<file path="src/rtl/uart_pkg.sv">
`default_nettype none
// ============================================================================
//  Module      : uart_pkg
//  Description : Types and shared constants for the UART transmit scheduler.
//                It holds the scheduler state encoding and the command byte
//                values that requesters and benches both use.
//  Revision    : 1.0 - initial release
// ============================================================================
package uart_pkg;

    typedef enum logic [1:0] {
        IDLE = 2'd0,
        XMIT = 2'd1,
        GAP  = 2'd2
    } tx_sched_state_t;

    // Command bytes shared between the auth requester and its peers.
    localparam logic [7:0] AUTH_GO   = 8'h67;
    localparam logic [7:0] AUTH_STOP = 8'h73;

endpackage
`default_nettype wire

</file>
<file path="src/rtl/uart_tx_sched_if.sv">
`default_nettype none
// ============================================================================
//  Module      : uart_tx_sched_if
//  Description : Bundle between the byte requesters, the scheduler and
//                UART_tx.
//                Requester side : req, req_data (in to scheduler),
//                                 ack, err, gnt (out of scheduler)
//                UART_tx side   : trmt, tx_data (out), tx_done (in)
//                Status         : busy (out)
//                modport master : the scheduler
//                modport slave  : requesters plus UART_tx
//  Revision    : 1.0 - initial release
// ============================================================================
interface uart_tx_sched_if #(
    parameter int NREQ = 4
);
    logic [NREQ-1:0]   req;
    logic [8*NREQ-1:0] req_data;
    logic [NREQ-1:0]   ack;
    logic [NREQ-1:0]   err;
    logic [NREQ-1:0]   gnt;
    logic              trmt;
    logic [7:0]        tx_data;
    logic              tx_done;
    logic              busy;

    modport master (
        input  req, req_data, tx_done,
        output ack, err, gnt, trmt, tx_data, busy
    );

    modport slave (
        output req, req_data, tx_done,
        input  ack, err, gnt, trmt, tx_data, busy
    );
endinterface
`default_nettype wire

</file>
<file path="src/rtl/uart_tx_sched_rr_arb.sv">
`default_nettype none
// ============================================================================
//  Module      : rr_arb
//  Description : Combinational round-robin pick. Searches req_i starting at
//                ptr_i, wrapping past NREQ-1 back to 0; the first set bit
//                wins.
//  Ports       : req_i   - request vector
//                ptr_i   - index with highest priority this round
//                win_o   - one-hot winner (zero when nothing requests)
//                idx_o   - binary index of the winner
//                valid_o - some request is present
//  Revision    : 1.0 - initial release
// ============================================================================
module rr_arb #(
    parameter int NREQ = 4,
    parameter int IW   = $clog2(NREQ)
) (
    input  logic [NREQ-1:0] req_i,
    input  logic [IW-1:0]   ptr_i,
    output logic [NREQ-1:0] win_o,
    output logic [IW-1:0]   idx_o,
    output logic            valid_o
);
    // One spare bit so ptr+offset can exceed NREQ-1 before the wrap.
    localparam int SW = IW + 1;

    logic [SW-1:0] w_sum;
    logic [IW-1:0] w_pos;

    always_comb begin
        win_o   = '0;
        idx_o   = '0;
        valid_o = 1'b0;
        w_sum   = '0;
        w_pos   = '0;
        for (int k = 0; k < NREQ; k++) begin
            w_sum = {1'b0, ptr_i} + SW'(k);
            if (w_sum >= SW'(NREQ)) begin
                w_sum = w_sum - SW'(NREQ);
            end
            w_pos = w_sum[IW-1:0];
            if (!valid_o && req_i[w_pos]) begin
                valid_o      = 1'b1;
                win_o[w_pos] = 1'b1;
                idx_o        = w_pos;
            end
        end
    end

endmodule
`default_nettype wire

</file>
<file path="src/rtl/uart_tx_sched.sv">
`default_nettype none
// ============================================================================
//  Module      : uart_tx_sched
//  Description : Shares one UART_tx between NREQ byte requesters. Grants one
//                requester at a time (round robin), latches its byte, pulses
//                trmt, waits for tx_done (or a timeout), acknowledges, then
//                enforces GAP idle cycles before the next byte.
//  Ports       : clk  - system clock
//                rst  - synchronous active-high reset
//                bus  - uart_tx_sched_if.master (req/req_data/tx_done in;
//                       ack/err/gnt/trmt/tx_data/busy out, all registered)
//  Revision    : 1.0 - initial release
// ============================================================================
module uart_tx_sched #(
    parameter int NREQ = 4,
    parameter int GAP  = 16,
    parameter int TMO  = 65535
) (
    input  logic           clk,
    input  logic           rst,
    uart_tx_sched_if.master bus
);
    localparam int IW = $clog2(NREQ);
    localparam int GW = (GAP > 0) ? $clog2(GAP + 1) : 1;
    localparam int TW = $clog2(TMO + 1);

    localparam logic [GW-1:0] GAP_LOAD = GW'(GAP);
    localparam logic [TW-1:0] TMO_LAST = TW'(TMO - 1);

    localparam logic [1:0] ST_IDLE = uart_pkg::IDLE;
    localparam logic [1:0] ST_XMIT = uart_pkg::XMIT;
    localparam logic [1:0] ST_GAP  = uart_pkg::GAP;

    logic [1:0]      state_q, state_d;
    logic [IW-1:0]   ptr_q,   ptr_d;
    logic [IW-1:0]   idx_q,   idx_d;
    logic [NREQ-1:0] gnt_q,   gnt_d;
    logic [NREQ-1:0] ack_q,   ack_d;
    logic [NREQ-1:0] err_q,   err_d;
    logic            trmt_q,  trmt_d;
    logic [7:0]      txd_q,   txd_d;
    logic            busy_q;
    logic [GW-1:0]   gap_q,   gap_d;
    logic [TW-1:0]   tmo_q,   tmo_d;

    logic [NREQ-1:0] w_win;
    logic [IW-1:0]   w_idx;
    logic            w_valid;
    logic [7:0]      w_sel_byte;

    rr_arb #(
        .NREQ (NREQ),
        .IW   (IW)
    ) u_arb (
        .req_i   (bus.req),
        .ptr_i   (ptr_q),
        .win_o   (w_win),
        .idx_o   (w_idx),
        .valid_o (w_valid)
    );

    // Byte of the current winner, selected by its one-hot vector.
    always_comb begin
        w_sel_byte = '0;
        for (int i = 0; i < NREQ; i++) begin
            if (w_win[i]) begin
                w_sel_byte = bus.req_data[8*i +: 8];
            end
        end
    end

    always_comb begin
        state_d = state_q;
        ptr_d   = ptr_q;
        idx_d   = idx_q;
        gnt_d   = gnt_q;
        ack_d   = '0;
        err_d   = '0;
        trmt_d  = 1'b0;
        txd_d   = txd_q;
        gap_d   = gap_q;
        tmo_d   = tmo_q;
        case (state_q)
            ST_IDLE: begin
                if (w_valid) begin
                    gnt_d   = w_win;
                    idx_d   = w_idx;
                    txd_d   = w_sel_byte;
                    trmt_d  = 1'b1;
                    tmo_d   = '0;
                    state_d = ST_XMIT;
                end
            end
            ST_XMIT: begin
                // tx_done takes priority over a coincident timeout.
                if (bus.tx_done || (tmo_q == TMO_LAST)) begin
                    ack_d   = bus.tx_done ? gnt_q : '0;
                    err_d   = bus.tx_done ? '0 : gnt_q;
                    gnt_d   = '0;
                    ptr_d   = (idx_q == IW'(NREQ - 1)) ? '0 : idx_q + IW'(1);
                    gap_d   = GAP_LOAD;
                    state_d = (GAP == 0) ? ST_IDLE : ST_GAP;
                end else if (tmo_q != '1) begin
                    tmo_d = tmo_q + TW'(1);
                end
            end
            ST_GAP: begin
                if (gap_q == '0) begin
                    state_d = ST_IDLE;
                end else begin
                    gap_d = gap_q - GW'(1);
                end
            end
            default: begin
                state_d = ST_IDLE;
            end
        endcase
    end

    always_ff @(posedge clk) begin
        if (rst) begin
            state_q <= ST_IDLE;
            ptr_q   <= '0;
            idx_q   <= '0;
            gnt_q   <= '0;
            ack_q   <= '0;
            err_q   <= '0;
            trmt_q  <= 1'b0;
            txd_q   <= 8'h00;
            busy_q  <= 1'b0;
            gap_q   <= '0;
            tmo_q   <= '0;
        end else begin
            state_q <= state_d;
            ptr_q   <= ptr_d;
            idx_q   <= idx_d;
            gnt_q   <= gnt_d;
            ack_q   <= ack_d;
            err_q   <= err_d;
            trmt_q  <= trmt_d;
            txd_q   <= txd_d;
            busy_q  <= (state_d != ST_IDLE);
            gap_q   <= gap_d;
            tmo_q   <= tmo_d;
        end
    end

    assign bus.ack     = ack_q;
    assign bus.err     = err_q;
    assign bus.gnt     = gnt_q;
    assign bus.trmt    = trmt_q;
    assign bus.tx_data = txd_q;
    assign bus.busy    = busy_q;

endmodule
`default_nettype wire

</file>
<file path="src/flat_wrapper.sv">
// flat-port wrapper written by rule: the top's interface ports become plain ports
module uart_tx_sched_flat 
#(
    parameter int NREQ = 4,
    parameter int GAP  = 16,
    parameter int TMO  = 65535
)
  (clk, rst, bus_req, bus_req_data, bus_tx_done, bus_ack, bus_err, bus_gnt, bus_trmt, bus_tx_data, bus_busy);
  uart_tx_sched_if #(.NREQ(NREQ)) bus_i ();
  input  logic clk;
  input  logic rst;
  input wire logic [$bits(bus_i.req)-1:0] bus_req;
  input wire logic [$bits(bus_i.req_data)-1:0] bus_req_data;
  input wire logic [$bits(bus_i.tx_done)-1:0] bus_tx_done;
  output wire logic [$bits(bus_i.ack)-1:0] bus_ack;
  output wire logic [$bits(bus_i.err)-1:0] bus_err;
  output wire logic [$bits(bus_i.gnt)-1:0] bus_gnt;
  output wire logic [$bits(bus_i.trmt)-1:0] bus_trmt;
  output wire logic [$bits(bus_i.tx_data)-1:0] bus_tx_data;
  output wire logic [$bits(bus_i.busy)-1:0] bus_busy;
  assign bus_i.req = bus_req;
  assign bus_i.req_data = bus_req_data;
  assign bus_i.tx_done = bus_tx_done;
  assign bus_ack = bus_i.ack;
  assign bus_err = bus_i.err;
  assign bus_gnt = bus_i.gnt;
  assign bus_trmt = bus_i.trmt;
  assign bus_tx_data = bus_i.tx_data;
  assign bus_busy = bus_i.busy;
  uart_tx_sched #(.NREQ(NREQ), .GAP(GAP), .TMO(TMO)) u_core (.clk(clk), .rst(rst), .bus(bus_i));
endmodule
</file>
<file path="config.mk">
export PLATFORM = sky130hd
export DESIGN_NAME = uart_tx_sched_flat
export DESIGN_NICKNAME = d
export VERILOG_FILES = /design/src/rtl/uart_pkg.sv /design/src/rtl/uart_tx_sched_if.sv /design/src/rtl/uart_tx_sched_rr_arb.sv /design/src/rtl/uart_tx_sched.sv /design/src/flat_wrapper.sv
export SDC_FILE = /design/constraint.sdc
export NUM_CORES = 1
export LEC_CHECK = 0
export CAP_MARGIN = 15
export CORE_ASPECT_RATIO = 1.1
export CORE_MARGIN = 4
export CORE_UTILIZATION = 52
export DETAILED_ROUTE_END_ITERATION = 8
export PLACE_DENSITY = 0.8
export SETUP_SLACK_MARGIN = 0.15
export SLEW_MARGIN = 20
export SYNTH_ARGS = -nofsm -noshare
export SYNTH_HDL_FRONTEND = slang
export SYNTH_SLANG_ARGS = --single-unit
</file>
<file path="constraint.sdc">
create_clock -name clk -period 6.3 [get_ports clk]
set_input_delay 0.63 -clock clk [delete_from_list [all_inputs] [get_ports clk]]
set_output_delay 0.63 -clock clk [all_outputs]
set_load 0.02 [all_outputs]
</file>
==> flow_metrics.tcl <==
set metrics [dict create \
    status "finished clean" \
    synth_edf_count 0 \
    grt_pass1_vias 2814 \
    worstSetupPathType "flip-flop to flip-flop" \
    post_drt_wl_per_cell_um 16.3 \
    relSlewSlack_pct 33.1 \
    vias 2994 \
    fin_tns_setup_ns 0 \
    rows 29 \
    synth_cells 369 \
    critical_path_required_ns 6.55 \
    gp_congestion 0.860 \
    cts_sinks 49 \
    crit_path_max_fanout 19 \
    max_clock_freq_mhz 252 \
    ys_types 54 \
    syn_area_per_cell_um2 8.61 \
    fin_util_pct 66.3 \
    cts_tree "done" \
    htree_num_levels 2 \
    layout-drive-gt1-share_pct 7.14 \
    fillers 485 \
    initial_utilization_pct 54.4 \
    viasPerCell 6.02 \
    drcViolationCount 0 \
    stdcell_area_mm2 0.00387 \
    grt_pass1_wl_um 13000 \
    drt-pass1-iter-count 4 \
    synth-main-ff-cell "dfxtp_1" \
    synth-seq-cells 49 \
    cp_data_arrival_time_ns 4.22 \
    drtIter0Drc 200 \
    core_area_mm2 0.00584 \
    grt-ovfl-total 0 \
    grt_max_degree 31 \
    max-vdd-ir-drop_uv 124 \
    dp_hpwl_um 5850 \
    dpl-instance-area_mm2 0.00378 \
    power.total_uw 973 \
    cts.clk_slew.worst_paths_ns 0.10 \
    nets 474 \
    p_leak_nw 1.28 \
    hold_viol 0 \
    startpoint "u_core.ptr_q[0]" \
    routed_wl_um 8100 \
    die_w_um 82.5 \
    cts_inserted_buffers 5 \
    io_buffers 60 \
    area_growth_syn_to_layout_pct 22.0 \
    start_kind "flip-flop" \
    min_path_type "flip-flop to flip-flop" \
    pin_count 61 \
    hold_buffers 0 \
    clk_latency_ns 0.31 \
    mostFrequentLayoutCells "clkdlybuf4s50_1, dfxtp_1, nand2_1" \
    ys_seq_area_share_pct 30.9 \
    synth_nets 424 \
    rsz0062_at_grt "false" \
    yosysWarnings 0 \
    r2r_start "u_core.ptr_q[0]" \
    synth-async-reset-ratio_pct 0 \
    cts_root_buf "clkbuf_8" \
    dpl_worst_slack_ns 2.35 \
    grt_use_total_pct 21.4 \
    post_cts_buffers 0 \
    setup_viol 0 \
    fin_skew_ns 0.0106 \
    hold_start "u_core.idx_q[1]" \
    final_common_cell "clkdlybuf4s50_1" \
    worstSetupEndpointType "flip-flop" \
    fin_ws_ns 2.33 \
    dieArea_mm2 0.00742 \
    die_y_um 90.0 \
    antenna_found_initial 0 \
    cts_resized 0 \
    powerDensity_mw_per_mm2 251 \
    cts_max_path_buffers 2 \
    period_share_pct 63.0 \
    maxCapViolations 0 \
    worstMarginPinSlew_ns 1.00 \
    netlist_area_mm2 0.00318 \
    period_minus_slack_ns 3.97 \
    maxSlewViolCount 0 \
    antenna_cells 0 \
    antenna_left 0 \
]
final cells by class:
type,instances,area [um2],area share (%)
Clock inverter,3,25.0,0.646
Timing Repair Buffer,62,616,15.9
Sequential cell,49,981,25.3
Inverter,14,52.6,1.36
Tap cell,77,96.3,2.49
Clock buffer,5,68.8,1.78
Multi-Input combinational cell,287,2030,52.5
path summary, 6_finish.rpt:
path         cells after the start  slack, ns          endpoint
min reg2reg                      2       0.47   u_core.idx_q[1]
min                              2       0.47   u_core.idx_q[1]
max                              8       2.33  u_core.tmo_q[10]
max reg2reg                      8       2.33  u_core.tmo_q[10]
flip-flops by register name, summed over array words and instances (netlist names):
register / count
u_core.tmo_q: 16
u_core.bus.tx_data: 8
u_core.gap_q: 5
u_core.bus.ack: 4
u_core.bus.err: 4
u_core.bus.gnt: 4
u_core.idx_q: 2
u_core.ptr_q: 2
u_core.state_q: 2
u_core.bus.busy: 1
u_core.bus.trmt: 1
worst max-delay path: stages (launching register included):
cell,delay (ns)
dfxtp_1,0.72
inv_1,0.18
ha_1,0.45
mux4_2,0.71
o41ai_4,0.93
nor2_2,0.12
or2_1,0.46
nor2_1,0.17
mux2_2,0.16
logic make-up (layout without fill, tap and decap cells):
kind of cell / Yosys count / after routing / synth area share [%]
AOI/OAI and AO/OA: 109 / 109 / 25.8
xor gates and xnor gates: 12 / 12 / 3.31
adders and majority gates: 16 / 16 / 6.30
buffers and inverters: 33 / 84 / 5.04
DFF: 49 / 49 / 30.9
muxes: 7 / 7 / 3.86
and+or+nand+nor: 143 / 143 / 24.8
layer usage:
layer  vias up  global-route usage [%]  wire length, um
li1       1482                       -                -
met1      1400                    28.3             3540
met2        97                    35.3             3870
met3        15                    3.40              523
met4         0                    6.68              171
met5         -                       0                0
stage by stage:
stage / instances / hold WS (ns)
final: 497 / 0.475
after global routing: 497 / 0.486
after CTS: 497 / 0.474
after detailed placement: 489 / 0.462
after global placement: 489 / 0.459
after floorplan: 369 / 0.436
cells in the mapped netlist, drive strengths merged (11+ instances only):
library cell	count	share of area [%]
nor3	14	2.2
nand2	31	3.7
inv	14	1.7
xnor2	12	3.3
nor4	12	2.4
o21ai	11	1.7
a211oi	22	5.4
ha	16	6.3
nor2	28	3.9
dfxtp	49	31
a2111oi	16	4.6
a21oi	26	4.3
report_power, final:
part / internal (mW) / switching, mW / total [mW]
clock network: 0.0803 / 0.113 / 0.193
logic: 0.168 / 0.242 / 0.410
registers: 0.342 / 0.0282 / 0.370
Note: power is estimated with default switching activity, not from simulation.
